**config.mk**
```make
export PLATFORM = sky130hd
export DESIGN_NAME = usart_rx_frame_assembler
export DESIGN_NICKNAME = d
export VERILOG_FILES = /design/src/rtl/usart_rx_frame_assembler.sv
export SDC_FILE = /design/constraint.sdc
export NUM_CORES = 1
export LEC_CHECK = 0
export ABC_CLOCK_PERIOD_IN_PS = 4270
export CAP_MARGIN = 20
export CORE_ASPECT_RATIO = 0.9
export CORE_MARGIN = 10
export CORE_UTILIZATION = 40
export CTS_BUF_LIST = sky130_fd_sc_hd__clkbuf_4
export DETAILED_ROUTE_END_ITERATION = 10
export DONT_BUFFER_PORTS = 1
export PLACE_DENSITY = 0.61
export SYNTH_ARGS = -nofsm -noshare
export SYNTH_HDL_FRONTEND = slang
export SYNTH_SLANG_ARGS = --single-unit
```
**constraint.sdc**
```tcl
create_clock -name i_clk -period 4.27 [get_ports i_clk]
set_input_delay 0.427 -clock i_clk [delete_from_list [all_inputs] [get_ports i_clk]]
set_output_delay 0.427 -clock i_clk [all_outputs]
set_load 0.01 [all_outputs]
```
**src/rtl/usart_rx_frame_assembler.sv**
```systemverilog
// USART receive frame assembler: walks start, data, optional parity and stop
// bits on bit-centre ticks and delivers a registered parallel frame with status.
module usart_rx_frame_assembler (
    input  logic       i_clk,
    input  logic       i_rst_n,
    input  logic       i_rx_en,
    input  logic       i_bit_tick,
    input  logic       i_rxd,
    input  logic [2:0] i_frame_size,
    input  logic       i_parity_on,
    input  logic       i_two_stop,
    output logic [8:0] o_frame,
    output logic       o_parity_bit,
    output logic       o_parity_en,
    output logic       o_frame_valid,
    output logic       o_frame_error,
    output logic       o_busy
);

    localparam logic [2:0] ST_IDLE   = 3'd0;
    localparam logic [2:0] ST_DATA   = 3'd1;
    localparam logic [2:0] ST_PARITY = 3'd2;
    localparam logic [2:0] ST_STOP1  = 3'd3;
    localparam logic [2:0] ST_STOP2  = 3'd4;

    // Reserved codes 100/101/110 fall back to an 8-bit frame.
    function automatic logic [3:0] size_to_bits(input logic [2:0] code);
        case (code)
            3'b000:  size_to_bits = 4'd5;
            3'b001:  size_to_bits = 4'd6;
            3'b010:  size_to_bits = 4'd7;
            3'b111:  size_to_bits = 4'd9;
            default: size_to_bits = 4'd8;
        endcase
    endfunction

    logic [2:0] state_q, state_d;
    logic [3:0] cnt_q, cnt_d;
    logic [3:0] nbits_q, nbits_d;
    logic [8:0] shift_q, shift_d;
    logic       par_on_q, par_on_d;
    logic       two_stop_q, two_stop_d;
    logic       par_bit_q, par_bit_d;
    logic       err1_q, err1_d;
    logic [8:0] frame_q, frame_d;
    logic       parity_bit_q, parity_bit_d;
    logic       parity_en_q, parity_en_d;
    logic       valid_q, valid_d;
    logic       error_q, error_d;
    logic       busy_q, busy_d;
    logic       done_s;
    logic       stop_err_s;

    // Next-state and frame-completion logic.
    always_comb begin
        state_d      = state_q;
        cnt_d        = cnt_q;
        nbits_d      = nbits_q;
        shift_d      = shift_q;
        par_on_d     = par_on_q;
        two_stop_d   = two_stop_q;
        par_bit_d    = par_bit_q;
        err1_d       = err1_q;
        frame_d      = frame_q;
        parity_bit_d = parity_bit_q;
        error_d      = error_q;
        parity_en_d  = 1'b0;
        valid_d      = 1'b0;
        done_s       = 1'b0;
        stop_err_s   = 1'b0;
        if (!i_rx_en) begin
            state_d = ST_IDLE;
        end else if (i_bit_tick) begin
            case (state_q)
                ST_IDLE: begin
                    if (!i_rxd) begin
                        state_d    = ST_DATA;
                        nbits_d    = size_to_bits(i_frame_size);
                        par_on_d   = i_parity_on;
                        two_stop_d = i_two_stop;
                        shift_d    = 9'd0;
                        cnt_d      = 4'd0;
                        par_bit_d  = 1'b0;
                        err1_d     = 1'b0;
                    end else begin
                        state_d = ST_IDLE;
                    end
                end
                ST_DATA: begin
                    shift_d[cnt_q] = i_rxd;
                    cnt_d          = cnt_q + 4'd1;
                    if (cnt_q == nbits_q - 4'd1) begin
                        state_d = par_on_q ? ST_PARITY : ST_STOP1;
                    end else begin
                        state_d = ST_DATA;
                    end
                end
                ST_PARITY: begin
                    par_bit_d = i_rxd;
                    state_d   = ST_STOP1;
                end
                ST_STOP1: begin
                    err1_d = ~i_rxd;
                    if (two_stop_q) begin
                        state_d = ST_STOP2;
                    end else begin
                        state_d    = ST_IDLE;
                        done_s     = 1'b1;
                        stop_err_s = ~i_rxd;
                    end
                end
                ST_STOP2: begin
                    state_d    = ST_IDLE;
                    done_s     = 1'b1;
                    stop_err_s = err1_q | ~i_rxd;
                end
                default: begin
                    state_d = ST_IDLE;
                end
            endcase
        end else begin
            state_d = state_q;
        end
        // Completion registers the frame on the same edge as the final stop tick.
        if (done_s) begin
            frame_d      = shift_q;
            parity_bit_d = par_on_q ? par_bit_q : 1'b0;
            error_d      = stop_err_s;
            valid_d      = 1'b1;
            parity_en_d  = par_on_q;
        end else begin
            valid_d = 1'b0;
        end
        busy_d = (state_d != ST_IDLE);
    end

    // State and registered outputs.
    always_ff @(posedge i_clk or negedge i_rst_n) begin
        if (!i_rst_n) begin
            state_q      <= ST_IDLE;
            cnt_q        <= 4'd0;
            nbits_q      <= 4'd0;
            shift_q      <= 9'd0;
            par_on_q     <= 1'b0;
            two_stop_q   <= 1'b0;
            par_bit_q    <= 1'b0;
            err1_q       <= 1'b0;
            frame_q      <= 9'd0;
            parity_bit_q <= 1'b0;
            parity_en_q  <= 1'b0;
            valid_q      <= 1'b0;
            error_q      <= 1'b0;
            busy_q       <= 1'b0;
        end else begin
            state_q      <= state_d;
            cnt_q        <= cnt_d;
            nbits_q      <= nbits_d;
            shift_q      <= shift_d;
            par_on_q     <= par_on_d;
            two_stop_q   <= two_stop_d;
            par_bit_q    <= par_bit_d;
            err1_q       <= err1_d;
            frame_q      <= frame_d;
            parity_bit_q <= parity_bit_d;
            parity_en_q  <= parity_en_d;
            valid_q      <= valid_d;
            error_q      <= error_d;
            busy_q       <= busy_d;
        end
    end

    assign o_frame       = frame_q;
    assign o_parity_bit  = parity_bit_q;
    assign o_parity_en   = parity_en_q;
    assign o_frame_valid = valid_q;
    assign o_frame_error = error_q;
    assign o_busy        = busy_q;

endmodule

```
Word-level counts from Yosys, hierarchy flattened
Index checks and enable logic that the tools add are counted.
Widths: inputs -> output; s select.
- $add $sub $neg: 2
- multipliers: 0
- divide/modulo/power cells: 0
- $lt $le $gt $ge: 2
- eq/ne operators: 9
- shift-type cells: 0
- muxes and demuxes: 29
- bitwise operators: 2
- reduce and logical (&&, ||, !) cells: 11
- operators by type and width (kind ; count):
    $pmux 9 s2 ; 1
    $pmux 4 s4 ; 1
    $reduce_and 4->1 ; 4
    $mux 1 ; 13
    $pmux 3 s4 ; 1
    $bwmux 9 ; 1
    $eq 3x2->1 const B ; 3
    $mux 3 ; 3
    $mux 9 ; 1
    $pmux 1 s2 ; 4
    $pmux 4 s2 ; 1
    $eq 3x1->1 const B ; 2
    $eq 3x3->1 const B ; 2
    $logic_not 3->1 ; 2
    $reduce_bool 2->1 ; 3
    $lt 4x5->1 const B ; 1
    $add 4x1->4 const B ; 1
    $demux 1 s4 ; 1
    $eq 4x4->1 ; 1
    $ge 4x1->1 const B ; 1
    $mux 4 ; 1
    $sub 4x1->4 const B ; 1
    $reduce_bool 3->1 ; 1
    $mux 2 ; 1
    other kinds (4) ; 4
- bits in registers: 38
- latch bits: 0
- RAM bits: 0
- ROM bits: 0
- memories: 0

Logic depth before layout (Yosys ltp)
Gate-level depths: netlist of run 1.
- word-level depth: 7
- gate-level depth with buffers: 7

Least setup slack after synthesis of run 1
No wires, ideal clock.
- path type: reg2reg
- start point: register nbits_q[0]
- end point: register busy_q (netlist: o_busy)
- library setup time: 0.124 ns
- data arrival time: 1.773 ns
- setup slack: 2.372 ns
- stages on the path, launching flop included: 7
- buffers on the path: 0
- cell sequence: dfrtp_1 -> inv_1 -> ha_1 -> xnor2_1 -> or4_4 -> o211a_1 -> or2_1
- word-level cells in the longest chain between the ends: 7
- RTL lines (item ; line ; text):
    start: declaration ; 39 ; logic [3:0] nbits_q, nbits_d;
    start signal: assignment ; 157 ; nbits_q <= nbits_d;
    $sub 4x1->4 ; 92 ; if (cnt_q == nbits_q - 4'd1) begin
    $eq 4x4->1 ; 92 ;
    $mux 2 ; 92 ;
    $pmux 3 s4 ; 74 ; case (state_q)
    $mux 3 ; 73 ; end else if (i_bit_tick) begin
    $mux 3 ; 71 ; if (!i_rx_en) begin
    named net state_d[0] ; 37 ; logic [2:0] state_q, state_d;
    $reduce_bool 3->1 ; 134 ; busy_d = (state_d != ST_IDLE);
    named net busy_d ; 50 ; logic busy_q, busy_d;
    end signal: assignment ; 168 ; busy_q <= busy_d;
    end: declaration ; 50 ;
The timed path passes the listed nets, and every way through them passes these cells.
A chain may end at the register's enable or synchronous reset.

Worst setup path in the final report of run 1
- start point: register state_q[0]
- end point: register shift_q[6]
- word-level cells in the longest chain between the ends: 3
- elaborated cells between the ends (all ways): 6
- RTL lines (item ; line ; text):
    start: declaration ; 37 ;
    start signal: assignment ; 155 ; state_q <= state_d;
    $eq 3x1->1 or $logic_not 3->1 (tied branches) ; 74 ;
    $reduce_bool 2->1 (no line) or $ne 2x2->1 (tied branches) ; -- ;
    $reduce_and 4->1 (no line) ; -- ;
    end signal: assignment ; 158 ; shift_q <= shift_d;
    end: declaration ; 40 ; logic [8:0] shift_q, shift_d;
Parallel ways exist; a longest one is shown, timed or not.

==> metrics, run 1 <==
Die Y 85.4 microns; fill count around 430; Yosys top cell by area dfrtp_1; Worst Tran Pin Value between 400 and 500 ps; Req. time, crit path 4510 ps; P_leak between 0.9 and 1 nW; internal power approximately 0.49 mW; final setup violation count 0; Detail Route Antenna Nets 0; vias per inst around 5.3; Cell Count Post-Placement between 200 and 250; Ys Warns 0; Crit Path Class reg -> reg; ys async rst share 100%; largest net degree at the start of global routing 39; I/O Pins 24; maximum VDD drop 0.000136 V; Clock Latency Late Sink roughly 340 ps; RSZ-0062 raised after global routing no; CP startpoint state_q[0]; Worst R2R Start state_q[0]; Syn Inst Count around 190; Comb pwr share 15.4%; Post-route DRC 0; GRT Total Usage a little under 10%; CTS tree built; leading post-synthesis cells by cell area dfrtp_1 (50%), mux2_2 (4.7%), mux2i_1 (3.7%); Die X-Extent 92.6 microns; Worst-path clk slew about 110 ps; post-synth top area share 50.1%; Detailed Place HPWL roughly 2600 microns; non-filler instance count after layout between 200 and 250; Synth Net Count 200; first-pass GRT wire length ~6300 microns; WL/cell around 15 microns; Pre-Repair DR Iteration Count 4; DR iter-0 viols 43; via count about 1.3k; post-synthesis register bit count 38; Max-Cap Viols 0; syn_area_per_cell a little over 10 sq um; Setup crit end shift_q[6]; nets@finish ~200; sequential fraction of the synthesis area roughly 50%; Worst Setup End Kind register; final RePlAce weighted congestion 0.881; Worst Skew approximately 10 ps; Switching Share roughly 28%; flip-flop and latch area approximately 950 sq um; cells on worst reg2reg path 5; Yosys cell types 42; Buffers on Ports 0; clock tree root buffer cell clkbuf_4; Num CTS Buffers 5; GR Overflow Total 0; routed wire length around 3700 microns; setup TNS 0 ps; initial antenna violation count 0; Netlist Area Pre-Place ~0.0019 sq mm; multi-input logic area ~850 sq um; PD cells 341 mW/mm^2; ANT cells 0; period utilization about 48%; post_cts resized 0; max-slew violations 0; status finished, final reports clean; Cell Rows 23; CTS Sinks 38; vias in the first global route between 1k and 1.5k; Reg-to-Reg End shift_q[6]; Max clock buf depth 2; Initial Utilization about 42%; FF-to-FF setup slack 2230 ps; WP data arrival roughly 2300 ps; switching power 0.194 mW; final hold violation count 0; Post-synth EDFFs 0; H-tree levels 2; proportion of layout cells with a drive suffix above 1 ~11%; CP Max Fanout 14; Hold Path Class in -> reg; Reg power frac 59.5%; clock network fraction of design power between 20% and 30%; Max transition margin 69.5%; Area growth syn-to-layout 6.06%; ys flop type dfrtp_1; Max Clk Rate 490 MHz; Tmin final a little over 2000 ps; core box area around 0.0045 sq mm; Critical Path Source Type register; die area around 0.0079 sq mm
power groups by stage:
stage                     clock (mW)  sequential, mW  combinational [mW]
after floorplan                    0           0.405              0.0879
after global placement             0           0.414              0.0940
after detailed placement           0           0.415              0.0975
after CTS                      0.180           0.408               0.108
after global routing           0.194           0.412               0.122
final                          0.173           0.408               0.106
area by class of cell:
class                      instances  share of cell area (%)
sequential                        38                    47.2
clock buffer                       5                    1.86
timing repair buffer               4                    2.24
tap                               62                    3.85
inverter                          10                    1.86
clock inverter                     2                   0.497
multi-input combinational        128                    42.4
worst min-delay path by stage:
stage	startpoint	to	slack (ps)	depth (start not counted)
after floorplan	i_rst_n	cnt_q[0]	130	0
after global placement	i_rst_n	o_busy	130	0
after detailed placement	i_rst_n	state_q[0]	130	0
after CTS	i_parity_on	par_on_q	170	2
after global routing	i_two_stop	two_stop_q	170	2
final	i_parity_on	par_on_q	180	2
per-layer routing:
| metal | wire length, microns | GRT usage (%) | part of all wire, % | vias up |
|---|---|---|---|---|
| met5 | 0 | 0 | 0 | - |
| met4 | 59 | 4.48 | 1.6 | 0 |
| met3 | 299 | 4.31 | 8.0 | 7 |
| met2 | 1690 | 16.3 | 46 | 27 |
| met1 | 1660 | 10.6 | 45 | 643 |
| li1 | - | - | - | 639 |
cell families (layout without fill, tap and decap cells):
family	Yosys count	count (layout)	share of synthesized area [%]
buffers and inverters	19	21	4.88
AOI/OAI and AO/OA	32	32	10.6
xor gates and xnor gates	9	9	4.55
and+or+nand+nor	67	67	18.1
adders and majority gates	5	5	3.30
DFF	38	38	50.1
muxes	15	15	8.44
cell usage after synthesis, types with 2 or more instances:
| cell type | number |
|---|---|
| mux2i_1 | 7 |
| nor3b_1 | 2 |
| mux2_2 | 8 |
| clkbuf_1 | 4 |
| xnor2_1 | 8 |
| dfrtp_1 | 38 |
| nor4b_1 | 3 |
| inv_1 | 10 |
| a21oi_1 | 6 |
| and2_1 | 3 |
| nor3_1 | 3 |
| or3_1 | 2 |
| buf_6 | 2 |
| nand4b_1 | 3 |
| buf_2 | 2 |
| and3_1 | 2 |
| o21ai_0 | 12 |
| nand2_1 | 17 |
| nand3_1 | 7 |
| a21boi_0 | 2 |
| nor2b_1 | 2 |
| ha_1 | 5 |
| nor2_1 | 18 |
cells in the final DEF (no fill, tap or decap), types with 2 or more instances in the layout:
| cell type | n |
|---|---|
| and2_1 | 3 |
| inv_1 | 10 |
| dfrtp_1 | 38 |
| nor4b_1 | 3 |
| nand3_1 | 7 |
| a21boi_0 | 2 |
| nor3b_1 | 2 |
| nor3_1 | 3 |
| and3_1 | 2 |
| nand4b_1 | 3 |
| o21ai_0 | 12 |
| nor2b_1 | 2 |
| nand2_1 | 17 |
| clkbuf_4 | 5 |
| mux2i_1 | 7 |
| mux2_2 | 8 |
| a21oi_1 | 6 |
| nor2_1 | 18 |
| or3_1 | 2 |
| buf_4 | 2 |
| xnor2_1 | 8 |
| ha_1 | 5 |
| clkinv_2 | 2 |
state kept, by name (all words and copies together), names as in the netlist:
register       count
o_busy             1
o_parity_en        1
err1_q             1
nbits_q            4
state_q            3
o_frame_valid      1
shift_q            9
o_parity_bit       1
cnt_q              4
o_frame_error      1
par_on_q           1
two_stop_q         1
par_bit_q          1
o_frame            9
stage by stage:
stage / total power [mW] / utilization (%) / cell area, sq um / hold WS, ps / worst slack (ps)
finish: 0.687 / 44.6 / 2010 / 181 / 2230
global route: 0.727 / 44.6 / 2010 / 165 / 2070
CTS: 0.696 / 44.4 / 2010 / 173 / 2120
detailed placement: 0.513 / 42.7 / 1930 / 133 / 2150
global placement: 0.508 / 42.7 / 1930 / 133 / 2230
floorplan: 0.493 / - / 1900 / 131 / 2370
critical path, stage by stage, from the launching register on:
cell,delay (ps)
dfrtp_1,600
or3b_2,520
nor2_1,380
nand4b_1,180
mux2i_1,190
nor2_1,50
repair_timing:
| action | 4_1_cts | 5_1_grt |
|---|---|---|
| hold buffers | 2 | 0 |
| setup endpoints to repair | 0 | 0 |
| setup buffers | 0 | 0 |
| endpoints found under the hold margin | 38 | 0 |
Note: power is estimated with default switching activity, not from simulation.
==> inputs of run 2 (changes only) <==
ABC_AREA = 1   (was unset)
ABC_CLOCK_PERIOD_IN_PS = 1780   (was 4270)
PLACE_DENSITY = 0.63   (was 0.61)
clock period = 1.78 ns   (was 4.27 ns; I/O delays follow)
==> run 2 against run 1 <==
  * Routed wire length rose by 4.0%
  * Area after synthesis grew 0.40%
  * Combinational power increased to 6.3 times the previous value
  * Sequential share of layout area is 3.2 points lower
  * Critical path type unchanged
==> metrics, run 2 <==
WL/cell 12.7 microns (-15%); Detailed Place HPWL 2900 microns (+9.8%); GR Overflow Total 0 (unchanged); Hold Path Class in -> reg; Worst Skew 7.00 ps (-2.82 ps); Req. time, crit path 2010 ps (-2500 ps); Detail Route Antenna Nets 0 (unchanged); CTS Sinks 38 (unchanged); top-count cell post-synth nand2_1; H-tree levels 2 (unchanged); most frequent cells in the layout nand2_1 (49), dfrtp_1 (37), inv_1 (30), o21ai_0 (18), nand3_1 (16); DP Worst Slack 141 ps (-2000 ps); Post-synth EDFFs 0 (unchanged); clock tree root buffer cell clkbuf_4; Yosys cell types 31 (-26%); commonest cells in the netlist nand2_1 (49), dfrtp_1 (38), inv_1 (31); die area 0.00793 sq mm (+0.31%); most common cell after layout, fill and taps aside nand2_1; Synth Net Count 239 (+20%); Yosys top cell by area dfrtp_1; Tmin final 1580 ps (-462 ps); vias per inst 4.71 (-11%); status finished, final reports clean; leading post-synthesis cells by cell area dfrtp_1 (50%), nand2_1 (9.7%), inv_1 (6.1%); final setup violation count 0 (unchanged); final RePlAce weighted congestion 0.878 (-0.37%); I/O Pins 24 (unchanged); Fin Hold WS 10.7 ps (-170 ps); ys async rst share 100% (unchanged); Crit Path Class reg -> reg; vias in the first global route 1,388 (+1.8%); non-filler instance count after layout 303 (+22%); post-synth top area share 49.9% (-0.20 points); Worst-path clk slew 110 ps (about the same); RSZ-0062 raised after global routing no; Netlist Area Pre-Place 0.00191 sq mm (+0.40%); PD cells 1060 mW/mm^2 (+210%); Area growth syn-to-layout 13.5%; Max Clk Rate 634 MHz (+29%); syn_area_per_cell 8.51 sq um (-17%); setup ws final 202 ps (-2030 ps); WP data arrival 1810 ps (-470 ps); Ys Warns 0 (unchanged); area post-placement 0.00200 sq mm (+3.5%); Worst Setup End Kind register; CP Max Fanout 9 (-5); Initial Utilization 42.2% (+0.17 points); max-slew violations 0 (unchanged); via count 1,428 (+8.5%); Pre-Repair DR Iteration Count 4 (unchanged); post-synthesis register bit count 38 (unchanged); Worst Tran Pin Value 356 ps (-101 ps); initial antenna violation count 0 (unchanged); nets@finish 255 (+26%); P_leak 1.07 nW (+15%); Buffers on Ports 0 (unchanged); CTS tree built; ANT cells 0 (unchanged); Cell Rows 23 (unchanged); final hold violation count 0 (unchanged); Max clock buf depth 2 (unchanged); Critical Path Source Type register; Syn Inst Count 224 (+21%); Post-route DRC 0 (unchanged); first-pass GRT wire length 6710 microns (+6.1%); Num CTS Buffers 5 (unchanged); core box area 0.00452 sq mm (unchanged); ys flop type dfrtp_1; Max-Cap Viols 0 (unchanged); Clock Latency Late Sink 340 ps (about the same); sequential fraction of the synthesis area 49.9% (-0.20 points); GRT Total Usage 10.4% (+0.61 points); Die X-Extent 92.8 microns (+0.16%); DR iter-0 viols 99 (+130%); Die Y 85.5 microns (+0.15%); Cell Count Post-Placement 286 (+20%); proportion of layout cells with a drive suffix above 1 12.4% (+1.2 points); post-route cell area 0.00216 sq mm (+7.5%); maximum VDD drop 0.000361 V (+170%); setup TNS 0 ps (unchanged); routed wire length 3860 microns (+4.0%); period utilization 88.7% (+41 points); Max transition margin 76.1% (+6.6 points); largest net degree at the start of global routing 39 (unchanged)
[run 2: changes by cell type in the layout (fill, tap and decap cells not counted), sizes merged, moves of 4 or more]
cell / previous run / this run
a21oi: 6 / 10
dlygate4sd3: 1 / 7
inv: 10 / 36
mux2: 8 / 0
mux2i: 7 / 0
nand2: 17 / 52
nand3: 7 / 18
o21ai: 13 / 21
o41ai: 0 / 4
xnor2: 9 / 0
[run 2: cells by family after synthesis]
group | synth area share [%]
adder cells (fa/ha/maj) | 3.28
buffers and inverters | 8.47
AND/OR/NAND/NOR | 23.8
XOR/XNOR | 0.919
AO/OA/AOI/OAI | 13.6
flip-flops | 49.9
[run 2: cell type report]
type / instances / area [sq um]
flip-flops and latches: 38 / 952
multi-input cells: 145 / 808
well taps: 62 / 77.6
clock buffers: 5 / 37.5
fillers: 435 / 2350
clock inverters: 3 / 16.3
repair buffers: 13 / 128
inverters: 37 / 144
[run 2: repair_timing]
action,4_1_cts,5_1_grt
endpoints found under the setup margin,0,4
hold endpoints to repair,47,0
gates resized for setup,0,4
buffers inserted,0,1
hold buffers,8,0
[run 2: per-stage QoR]
step | util (%) | power (mW)
floorplan | - | 1.66
global placement | 44.2 | 1.82
detailed placement | 44.2 | 1.83
CTS | 47.4 | 2.31
global route | 47.9 | 2.49
finish | 47.9 | 2.30
[run 2: path summary, 6_finish.rpt]
kind                                 startpoint            to  slack, ps  cells past startpoint
worst min-delay path            i_frame_size[1]    nbits_q[1]         10                      2
worst min register to register        par_bit_q  o_parity_bit        520                      1
min in group asynchronous               i_rst_n    nbits_q[2]        280                      2
worst max-delay path                 state_q[2]      cnt_q[3]        200                     10
worst max register to register       state_q[2]      cnt_q[3]        200                     10
max in group asynchronous               i_rst_n    o_frame[3]       1300                      2
[run 2: worst max-delay path, stage by stage (launching register included)]
cell     delay [ps]
dfrtp_2         480
nor2_2          130
nand2_1          90
inv_2            80
nand3_4         150
nand2_8         150
inv_6            50
nor2_4           90
nand3_2          70
xor2_1          140
nor2_1           50
[run 2: where the power goes]
group / internal (mW) / total [mW] / leakage, nW / switching, mW
logic: 0.260 / 0.663 / 0.537 / 0.403
clock network: 0.147 / 0.427 / 0.0286 / 0.280
registers: 1.04 / 1.21 / 0.500 / 0.166
[run 2: layer usage]
layer	up-vias	global-route usage, %	share of wire (%)
met5	-	0	0
met4	0	5.46	2.1
met3	8	2.64	4.6
met2	25	15.1	42
met1	634	14.0	51
li1	761	-	-
